--- src/rtl/regfile_sb_if.sv ---
// ----------------------------------------------------------------------------
// regfile_sb_if
//   Bus bundle for the scoreboarded register file regfile_sb.
//
//   Parameters: XLEN (data width), NREGS (register count), NRD (read ports).
//
//   Signals (direction seen from the register file, i.e. the slave modport):
//     rd_addr      in   NRD*AW    read addresses, port k = [k*AW +: AW]
//     rd_data      out  NRD*XLEN  read data, port k = [k*XLEN +: XLEN]
//     rd_busy      out  NRD       busy bit of the register each port reads
//     wr_en        in   1         writeback strobe
//     wr_addr      in   AW        writeback destination
//     wr_data      in   XLEN      writeback data
//     iss_en       in   1         issue strobe, reserves iss_addr
//     iss_addr     in   AW        destination being reserved
//     clr_req      in   1         pulse that starts a full-file clear
//     clr_busy     out  1         clear sweep in progress
//     busy_vec     out  NREGS     whole scoreboard
//     debug_output out  XLEN      contents of the debug register
// ----------------------------------------------------------------------------
interface regfile_sb_if #(
    parameter int XLEN  = 64,
    parameter int NREGS = 32,
    parameter int NRD   = 2
);
    localparam int AW = $clog2(NREGS);

    logic [NRD*AW-1:0]   rd_addr;
    logic [NRD*XLEN-1:0] rd_data;
    logic [NRD-1:0]      rd_busy;
    logic                wr_en;
    logic [AW-1:0]       wr_addr;
    logic [XLEN-1:0]     wr_data;
    logic                iss_en;
    logic [AW-1:0]       iss_addr;
    logic                clr_req;
    logic                clr_busy;
    logic [NREGS-1:0]    busy_vec;
    logic [XLEN-1:0]     debug_output;

    modport master (
        output rd_addr, wr_en, wr_addr, wr_data, iss_en, iss_addr, clr_req,
        input  rd_data, rd_busy, clr_busy, busy_vec, debug_output
    );

    modport slave (
        input  rd_addr, wr_en, wr_addr, wr_data, iss_en, iss_addr, clr_req,
        output rd_data, rd_busy, clr_busy, busy_vec, debug_output
    );
endinterface

--- src/rtl/regfile_sb.sv ---
// ----------------------------------------------------------------------------
// regfile_sb
//   Parametrised register file with combinational read ports, one writeback
//   port, a per-register busy scoreboard and a sequential clear engine.
//   Register 0 is hardwired to zero and is never busy.
//
//   Parameters: XLEN, NREGS (power of two, >= 4), NRD (1..4), DEBUG_REG.
//
//   Ports:
//     clk    in  clock, all state changes on the rising edge
//     rst_n  in  asynchronous active-low reset
//     bus    regfile_sb_if.slave (read ports, writeback, issue, clear, debug)
//
//   Build option:
//     REGFILE_BYPASS_EN  when defined, an accepted writeback is forwarded to
//                        any read port addressing the same register in the
//                        same cycle; otherwise reads show registered state.
// ----------------------------------------------------------------------------
module regfile_sb #(
    parameter int XLEN      = 64,
    parameter int NREGS     = 32,
    parameter int NRD       = 2,
    parameter int DEBUG_REG = NREGS - 1
) (
    input  logic        clk,
    input  logic        rst_n,
    regfile_sb_if.slave bus
);
    localparam int AW = $clog2(NREGS);

    typedef enum logic {IDLE, CLEAR} state_t;

    logic [XLEN-1:0]  mem_q [NREGS];
    logic [XLEN-1:0]  mem_d [NREGS];
    logic [NREGS-1:0] busy_q;
    logic [NREGS-1:0] busy_d;

    state_t           state_q;
    logic [AW-1:0]    idx_q;
    logic             clr_busy_q;

    logic             wr_acc;
    logic             iss_acc;

    // Writes and issues are dropped outright while the sweep runs.
    assign wr_acc  = bus.wr_en  && (bus.wr_addr  != '0) && !clr_busy_q;
    assign iss_acc = bus.iss_en && (bus.iss_addr != '0) && !clr_busy_q;

    // Clear engine: walks idx from 1 to NREGS-1, one entry per cycle.
    // clr_busy is a registered copy of (state == CLEAR).
    always_ff @(posedge clk or negedge rst_n) begin
        if (!rst_n) begin
            state_q    <= IDLE;
            idx_q      <= '0;
            clr_busy_q <= 1'b0;
        end else begin
            case (state_q)
                IDLE: begin
                    if (bus.clr_req) begin
                        state_q    <= CLEAR;
                        idx_q      <= AW'(1);
                        clr_busy_q <= 1'b1;
                    end
                end
                CLEAR: begin
                    idx_q <= idx_q + 1'b1;
                    if (idx_q == AW'(NREGS - 1)) begin
                        state_q    <= IDLE;
                        clr_busy_q <= 1'b0;
                    end
                end
                default: begin
                    state_q    <= IDLE;
                    clr_busy_q <= 1'b0;
                end
            endcase
        end
    end

    // Next-state for storage and scoreboard. Issue is applied after
    // writeback so a same-cycle reservation of the written register wins.
    always_comb begin
        mem_d  = mem_q;
        busy_d = busy_q;
        if (clr_busy_q) begin
            mem_d[idx_q]  = '0;
            busy_d[idx_q] = 1'b0;
        end else begin
            if (wr_acc) begin
                mem_d[bus.wr_addr]  = bus.wr_data;
                busy_d[bus.wr_addr] = 1'b0;
            end
            if (iss_acc) begin
                busy_d[bus.iss_addr] = 1'b1;
            end
        end
        mem_d[0]  = '0;
        busy_d[0] = 1'b0;
    end

    always_ff @(posedge clk or negedge rst_n) begin
        if (!rst_n) begin
            for (int i = 0; i < NREGS; i++) begin
                mem_q[i] <= '0;
            end
            busy_q <= '0;
        end else begin
            for (int i = 0; i < NREGS; i++) begin
                mem_q[i] <= mem_d[i];
            end
            busy_q <= busy_d;
        end
    end

    // Combinational read ports.
    for (genvar k = 0; k < NRD; k++) begin : g_rd
        logic [AW-1:0]   ra;
        logic [XLEN-1:0] reg_val;

        assign ra      = bus.rd_addr[k*AW +: AW];
        assign reg_val = (ra == '0) ? '0 : mem_q[ra];

`ifdef REGFILE_BYPASS_EN
        logic hit;
        // wr_acc already excludes register 0, so x0 never forwards.
        assign hit = wr_acc && (bus.wr_addr == ra);
        assign bus.rd_data[k*XLEN +: XLEN] = hit ? bus.wr_data : reg_val;
        assign bus.rd_busy[k] = hit ? (iss_acc && (bus.iss_addr == ra))
                                    : busy_q[ra];
`else
        assign bus.rd_data[k*XLEN +: XLEN] = reg_val;
        assign bus.rd_busy[k]              = busy_q[ra];
`endif
    end

    assign bus.clr_busy     = clr_busy_q;
    assign bus.busy_vec     = busy_q;
    assign bus.debug_output = (DEBUG_REG == 0) ? '0 : mem_q[DEBUG_REG];

endmodule

--- src/flat_wrapper.sv ---
// flat-port wrapper written by rule: the top's interface ports become plain ports
module regfile_sb_flat 
#(
    parameter int XLEN      = 64,
    parameter int NREGS     = 32,
    parameter int NRD       = 2,
    parameter int DEBUG_REG = NREGS - 1
)
  (clk, rst_n, bus_rd_addr, bus_wr_en, bus_wr_addr, bus_wr_data, bus_iss_en, bus_iss_addr, bus_clr_req, bus_rd_data, bus_rd_busy, bus_clr_busy, bus_busy_vec, bus_debug_output);
  regfile_sb_if #(.XLEN(XLEN), .NREGS(NREGS), .NRD(NRD)) bus_i ();
  input  logic clk;
  input  logic rst_n;
  input wire logic [$bits(bus_i.rd_addr)-1:0] bus_rd_addr;
  input wire logic [$bits(bus_i.wr_en)-1:0] bus_wr_en;
  input wire logic [$bits(bus_i.wr_addr)-1:0] bus_wr_addr;
  input wire logic [$bits(bus_i.wr_data)-1:0] bus_wr_data;
  input wire logic [$bits(bus_i.iss_en)-1:0] bus_iss_en;
  input wire logic [$bits(bus_i.iss_addr)-1:0] bus_iss_addr;
  input wire logic [$bits(bus_i.clr_req)-1:0] bus_clr_req;
  output wire logic [$bits(bus_i.rd_data)-1:0] bus_rd_data;
  output wire logic [$bits(bus_i.rd_busy)-1:0] bus_rd_busy;
  output wire logic [$bits(bus_i.clr_busy)-1:0] bus_clr_busy;
  output wire logic [$bits(bus_i.busy_vec)-1:0] bus_busy_vec;
  output wire logic [$bits(bus_i.debug_output)-1:0] bus_debug_output;
  assign bus_i.rd_addr = bus_rd_addr;
  assign bus_i.wr_en = bus_wr_en;
  assign bus_i.wr_addr = bus_wr_addr;
  assign bus_i.wr_data = bus_wr_data;
  assign bus_i.iss_en = bus_iss_en;
  assign bus_i.iss_addr = bus_iss_addr;
  assign bus_i.clr_req = bus_clr_req;
  assign bus_rd_data = bus_i.rd_data;
  assign bus_rd_busy = bus_i.rd_busy;
  assign bus_clr_busy = bus_i.clr_busy;
  assign bus_busy_vec = bus_i.busy_vec;
  assign bus_debug_output = bus_i.debug_output;
  regfile_sb #(.XLEN(XLEN), .NREGS(NREGS), .NRD(NRD), .DEBUG_REG(DEBUG_REG)) u_core (.clk(clk), .rst_n(rst_n), .bus(bus_i));
endmodule
--- config.mk ---
export PLATFORM = sky130hd
export DESIGN_NAME = regfile_sb_flat
export DESIGN_NICKNAME = d
export VERILOG_FILES = /design/src/rtl/regfile_sb_if.sv /design/src/rtl/regfile_sb.sv /design/src/flat_wrapper.sv
export SDC_FILE = /design/constraint.sdc
export NUM_CORES = 2
export LEC_CHECK = 0
export ABC_CLOCK_PERIOD_IN_PS = 3850
export BUFFER_PORTS_ARGS = -buffer_cell sky130_fd_sc_hd__buf_2
export CAP_MARGIN = 20
export CORE_ASPECT_RATIO = 1.1
export CORE_UTILIZATION = 45
export DETAILED_ROUTE_END_ITERATION = 6
export PLACE_DENSITY = 0.73
export REMOVE_ABC_BUFFERS = 1
export SYNTH_ARGS = -nofsm -noshare
export SYNTH_HDL_FRONTEND = slang
export SYNTH_SLANG_ARGS = --single-unit
--- constraint.sdc ---
create_clock -name clk -period 3.85 [get_ports clk]
set_clock_uncertainty 0.2 [all_clocks]
set_input_delay 0.77 -clock clk [delete_from_list [all_inputs] [get_ports clk]]
set_output_delay 0.77 -clock clk [all_outputs]
set_load 0.01 [all_outputs]
Word-level counts from Yosys, hierarchy flattened
Index checks and enable logic that the tools add are counted.
- output and inout bits: 227
- word-level logic and storage cells: 118
- register bits: 2022
- bits of input ports: 89
- reduce and logical (&&, ||, !) cells: 16
- $add $sub $neg: 1
- bitwise logic cells: 12
- $lt $le $gt $ge: 14
- equality and inequality tests: 3
- mux-type cells: 37
- operators by type and width (operator ; number):
    1984-bit 2-to-1 mux ; 2
    2048-bit bitwise mux ; 1
    1984-bit AND ; 1
    1984-bit inverter ; 1
    64-bit binary-select mux with 5-bit select ; 2
    64-bit demux with 5-bit select ; 2
    64-bit 2-to-1 mux ; 8
    32-bit 2-to-1 mux ; 4
    32-bit AND ; 2
    32-bit inverter ; 2
    32-bit OR ; 1
    5-bit by 6-bit < comparator with 1-bit output, second input constant ; 5
    6-bit greater-or-equal comparator, second input constant ; 4
    5-bit inverter with 6-bit output ; 4
    1-bit demux with 5-bit select ; 3
    5-bit by 1-bit greater-or-equal comparator with 1-bit output, second input constant ; 3
    6-bit by 1-bit < comparator with 1-bit output, second input constant ; 2
    1-bit binary-select mux with 5-bit select ; 2
    5-bit zero test ; 2
    5-bit one-hot mux with 2 select lines ; 1
    5-bit nonzero test ; 2
    1-bit logical AND ; 9
    1-bit 2-to-1 mux ; 9
    5-bit by 1-bit adder with 5-bit output, second input constant ; 1
    8 further kinds ; 10

Depth between registers and ports, before layout
- depth after elaboration: 11
- depth in mapped cells: 9
- gate-level depth less buffers: 6

Least setup slack after synthesis
OpenSTA, ideal clock, no wires.
- kind: input port to output port
- from: input bus_rd_addr[5]
- to: output bus_rd_data[100]
- arrival: 2.445 ns
- path buffers: 3
- setup slack: 0.435 ns
- stages on the path: 7
- data required time: 2.880 ns
- path through: buf_4 -> clkbuf_1 -> buf_2 -> mux4_2 -> a22o_1 -> o21ai_0 -> o31ai_1
- cells in the longest elaborated chain, start to end: 5
- elaborated cells on any way between the ends: 6
- classes of those cells: 4 x mux; 1 x bitwise; 1 x reduce/logical
- RTL lines (element ; line ; RTL):
    start: declaration ; flat_wrapper.sv:13 ; input wire logic [$bits(bus_i.rd_addr)-1:0] bus_rd_addr;
    5-bit inverter with 6-bit output (implied by the code) ; regfile_sb.sv:121 ; assign reg_val = (ra == '0) ? '0 : mem_q[ra];
    64-bit binary-select mux with 5-bit select ; regfile_sb.sv:121 ;
    64-bit 2-to-1 mux (implied by the code) (2 in series) ; regfile_sb.sv:121 ;
    64-bit 2-to-1 mux * ; regfile_sb.sv:121 ;
    end: declaration ; flat_wrapper.sv:20 ; output wire logic [$bits(bus_i.rd_data)-1:0] bus_rd_data;
Every way passes the cells marked *; elsewhere a longest branch is shown, timed or not. The select of a mux whose other input is x is not followed.

Worst setup path after layout
- from: input bus_rd_addr[5]
- to: output bus_rd_data[93]
Same word-level chain as after synthesis.

==> results.toml <==
[timing]
finalCritPeriodShare = 1.01
final_hold_viol_count = 0
holdWs_ns = 0.141
tightest_slew_ns = 1.27
timing.fmax_ghz = 0.257
setup_viol_count_final = 9
slew_headroom = 0.156
slew_viol_final = 0
timing.final.crit_period_ns = 3.90
setup_slack_ns = -0.0467
fin_setup_tns_ns = -0.159
rsz0062_at_grt = "yes"

[place]
dp_cells = 10700
dpl_worst_slack_ns = -0.317
post_dp_cell_area_mm2 = 0.113
numPortBuffers = 314
place_hpwl_um = 236000
place_congestion = 0.906

[flow_run]
maxCapViolations = 0

[route]
viasPerCell = 7.79
drc = 0
vias = 86400
first_pass_iters = 7
dr.first_iter.drc_count = 13900
antenna_left = 0
wirelength_um = 423000
routedWlPerCell_um = 38.2

[global_route]
first_global_vias = 87100
grt_use_total = 0.350
grt-ovfl-total = 0
grt_pass1_wl_um = 609000
grt_max_degree = 146
antenna_found_initial = 29

[yosys]
yosysWarnings = 0
ys_seq_area_frac = 0.480
yosysTopAreaCell = "dfrtp_1"
synthFlopType = "dfrtp_1"
synth_area_mm2 = 0.105
syn-mean-instance-area_um2 = 13.6
synth_top_area_share = 0.480
synth_edf_count = 0
ys_ff_latch = 2022
syn_inst = 7765
synth_cell_types = 51
netlist_top_cells_area = "dfrtp_1, a22o_1, mux4_2, mux2i_1, clkbuf_1"
synthArstFlopShare = 1.00

[finish]
layout.nets = 7895
syn2layout_area_growth_pct = 15.2
fillers = 18900
drive_gt1_frac = 0.291
stdcell_area_mm2 = 0.121
instances_no_fill = 11100

[clock_network]
clkSlewWorstSetupHoldPaths_ns = 0.06
htree_levels = 4
cts_buffers = 202
cts_tree = "built"
clock_path_buffers = 3
clock_sinks = 2022
clock_latency_ns = 0.90
root_buffer = "clkbuf_16"

[setup_path]
critPathTopFamily = "buffers and inverters"
endpoint_kind = "output pin"
cpMostUsedCell = "buf_4"
worstPathCellList = "buf_16, buf_4, nor2b_4, buf_12, buf_4, a22o_1, a211oi_1, buf_4, o31ai_1, buf_2"
max_stage_delay_ns = 0.54
startpoint_type = "input pin"
slowest_stage = "a211oi_1"
path_buf_inv = 6
cp_max_fo = 13
worstPathRequired_ns = 2.88
cp.arrival_ns = 2.93
path_class = "in2out"

[power]
power.density_mw_per_mm2 = 685
leakage_nw = 54.9
ir_worst_vdd_v = 0.000452

[run_status]
failed_checks = "negative setup slack"
status = "complete, but fails checks"

[floorplanning]
die_y_um = 510
die_area_mm2 = 0.236
num_io_pins = 316
coreArea_mm2 = 0.233
row_count = 186
start_util = 0.452
dieWidth_um = 464

[min_path]
hold_path_class = "in2reg"
==> synthesized netlist by cell type (all sizes together) (25+ instances only) <==
library cell  instances
a211oi              130
nand2                72
a21oi                48
o31ai               133
mux2                129
nor2                 34
clkbuf              635
mux4                780
a22o               2374
mux2i               392
dfrtp              2022
and2                134
o21ai               145
buf                 473
o22ai               130
a22oi                25
==> what timing repair did <==
action / in CTS / in global routing
pin swaps: 0 / 1
endpoints found under the hold margin: 422 / 0
endpoints found under the setup margin: 29 / 66
resized for setup: 37 / 90
cloned: 5 / 7
setup buffers: 6 / 20
hold buffers: 2 / 0
==> metal layers <==
layer / global-route usage / up-vias / routed length, µm
li1: - / 31500 / -
met1: 0.434 / 44300 / 144000
met2: 0.503 / 8521 / 182000
met3: 0.136 / 2014 / 64200
met4: 0.240 / 44 / 32600
met5: 0.00399 / - / 281
==> through the flow <==
stage,util,power (W)
CTS,0.518,0.0821
floorplan,-,0.0507
finish,0.521,0.0832
global route,0.521,0.0859
detailed placement,0.487,0.0609
global placement,0.487,0.0594
==> path summary, 6_finish.rpt <==
path	slack (ns)	cells after the start	endpoint	startpoint
setup / recovery	-0.05	10	bus_rd_data[93]	bus_rd_addr[5]
hold reg to reg	0.32	1	u_core.mem_q[923]	u_core.mem_q[923]
min in group asynchronous	0.16	2	u_core.bus.debug_output[15]	rst_n
hold / removal	0.14	3	u_core.bus.busy_vec[7]	bus_iss_addr[3]
max in group asynchronous	1.95	4	u_core.mem_q[65]	rst_n
setup reg to reg	0.56	5	u_core.mem_q[1478]	u_core.bus.clr_busy
==> report_power, final <==
part | internal, W | leakage, nW | switching [W]
Sequential | 0.0294 | 27.3 | 0.00732
Clock | 0.0119 | 3.47 | 0.00921
Combinational | 0.0146 | 24.1 | 0.0109
==> tightest hold or removal path, stage by stage <==
cell     delay, ns
buf_2         0.15
or3b_2        0.16
a22oi_1       0.09
==> state kept, by name (all words and copies together), names as in the netlist <==
register                 flops
u_core.bus.clr_busy          1
u_core.bus.busy_vec         31
u_core.mem_q              1920
u_core.state_q               1
u_core.idx_q                 5
u_core.bus.debug_output     64
==> cell type report <==
type | instances | area [µm²] | share of cell area
antenna | 11 | 27.5 | 0.000227
clock buffer | 283 | 5840 | 0.0481
clock inverter | 94 | 1160 | 0.00958
inverter | 17 | 68.8 | 0.000566
multi-input combinational | 4618 | 50600 | 0.416
sequential | 2022 | 50600 | 0.416
tap | 3102 | 3880 | 0.0319
timing repair buffer | 940 | 9340 | 0.0768
==> placed cells by master, fill, tap and decap left out, drive strengths merged, types with 11 or more instances in the layout <==
cell / n
a22o: 2374
dfrtp: 2022
buf: 926
mux4: 780
mux2i: 392
clkbuf: 290
o21ai: 145
and2: 134
o31ai: 133
o22ai: 130
a211oi: 130
mux2: 129
nand2: 72
clkinv: 61
a21oi: 48
nor2: 34
inv: 26
a22oi: 25
bufinv: 18
a31oi: 15
diode: 11
==> kinds of logic (layout without fill, tap and decap cells) <==
family,after synthesis,in the layout,share of synthesized area
compound gates,3005,3005,0.236
flops,2022,2022,0.480
mux,1301,1301,0.218
buf+inv,1125,1334,0.0484
simple gates,306,306,0.0169
fa+ha+maj,5,5,0.000593
other cells,1,12,0.0000356
(Power assumes the default switching activity.)
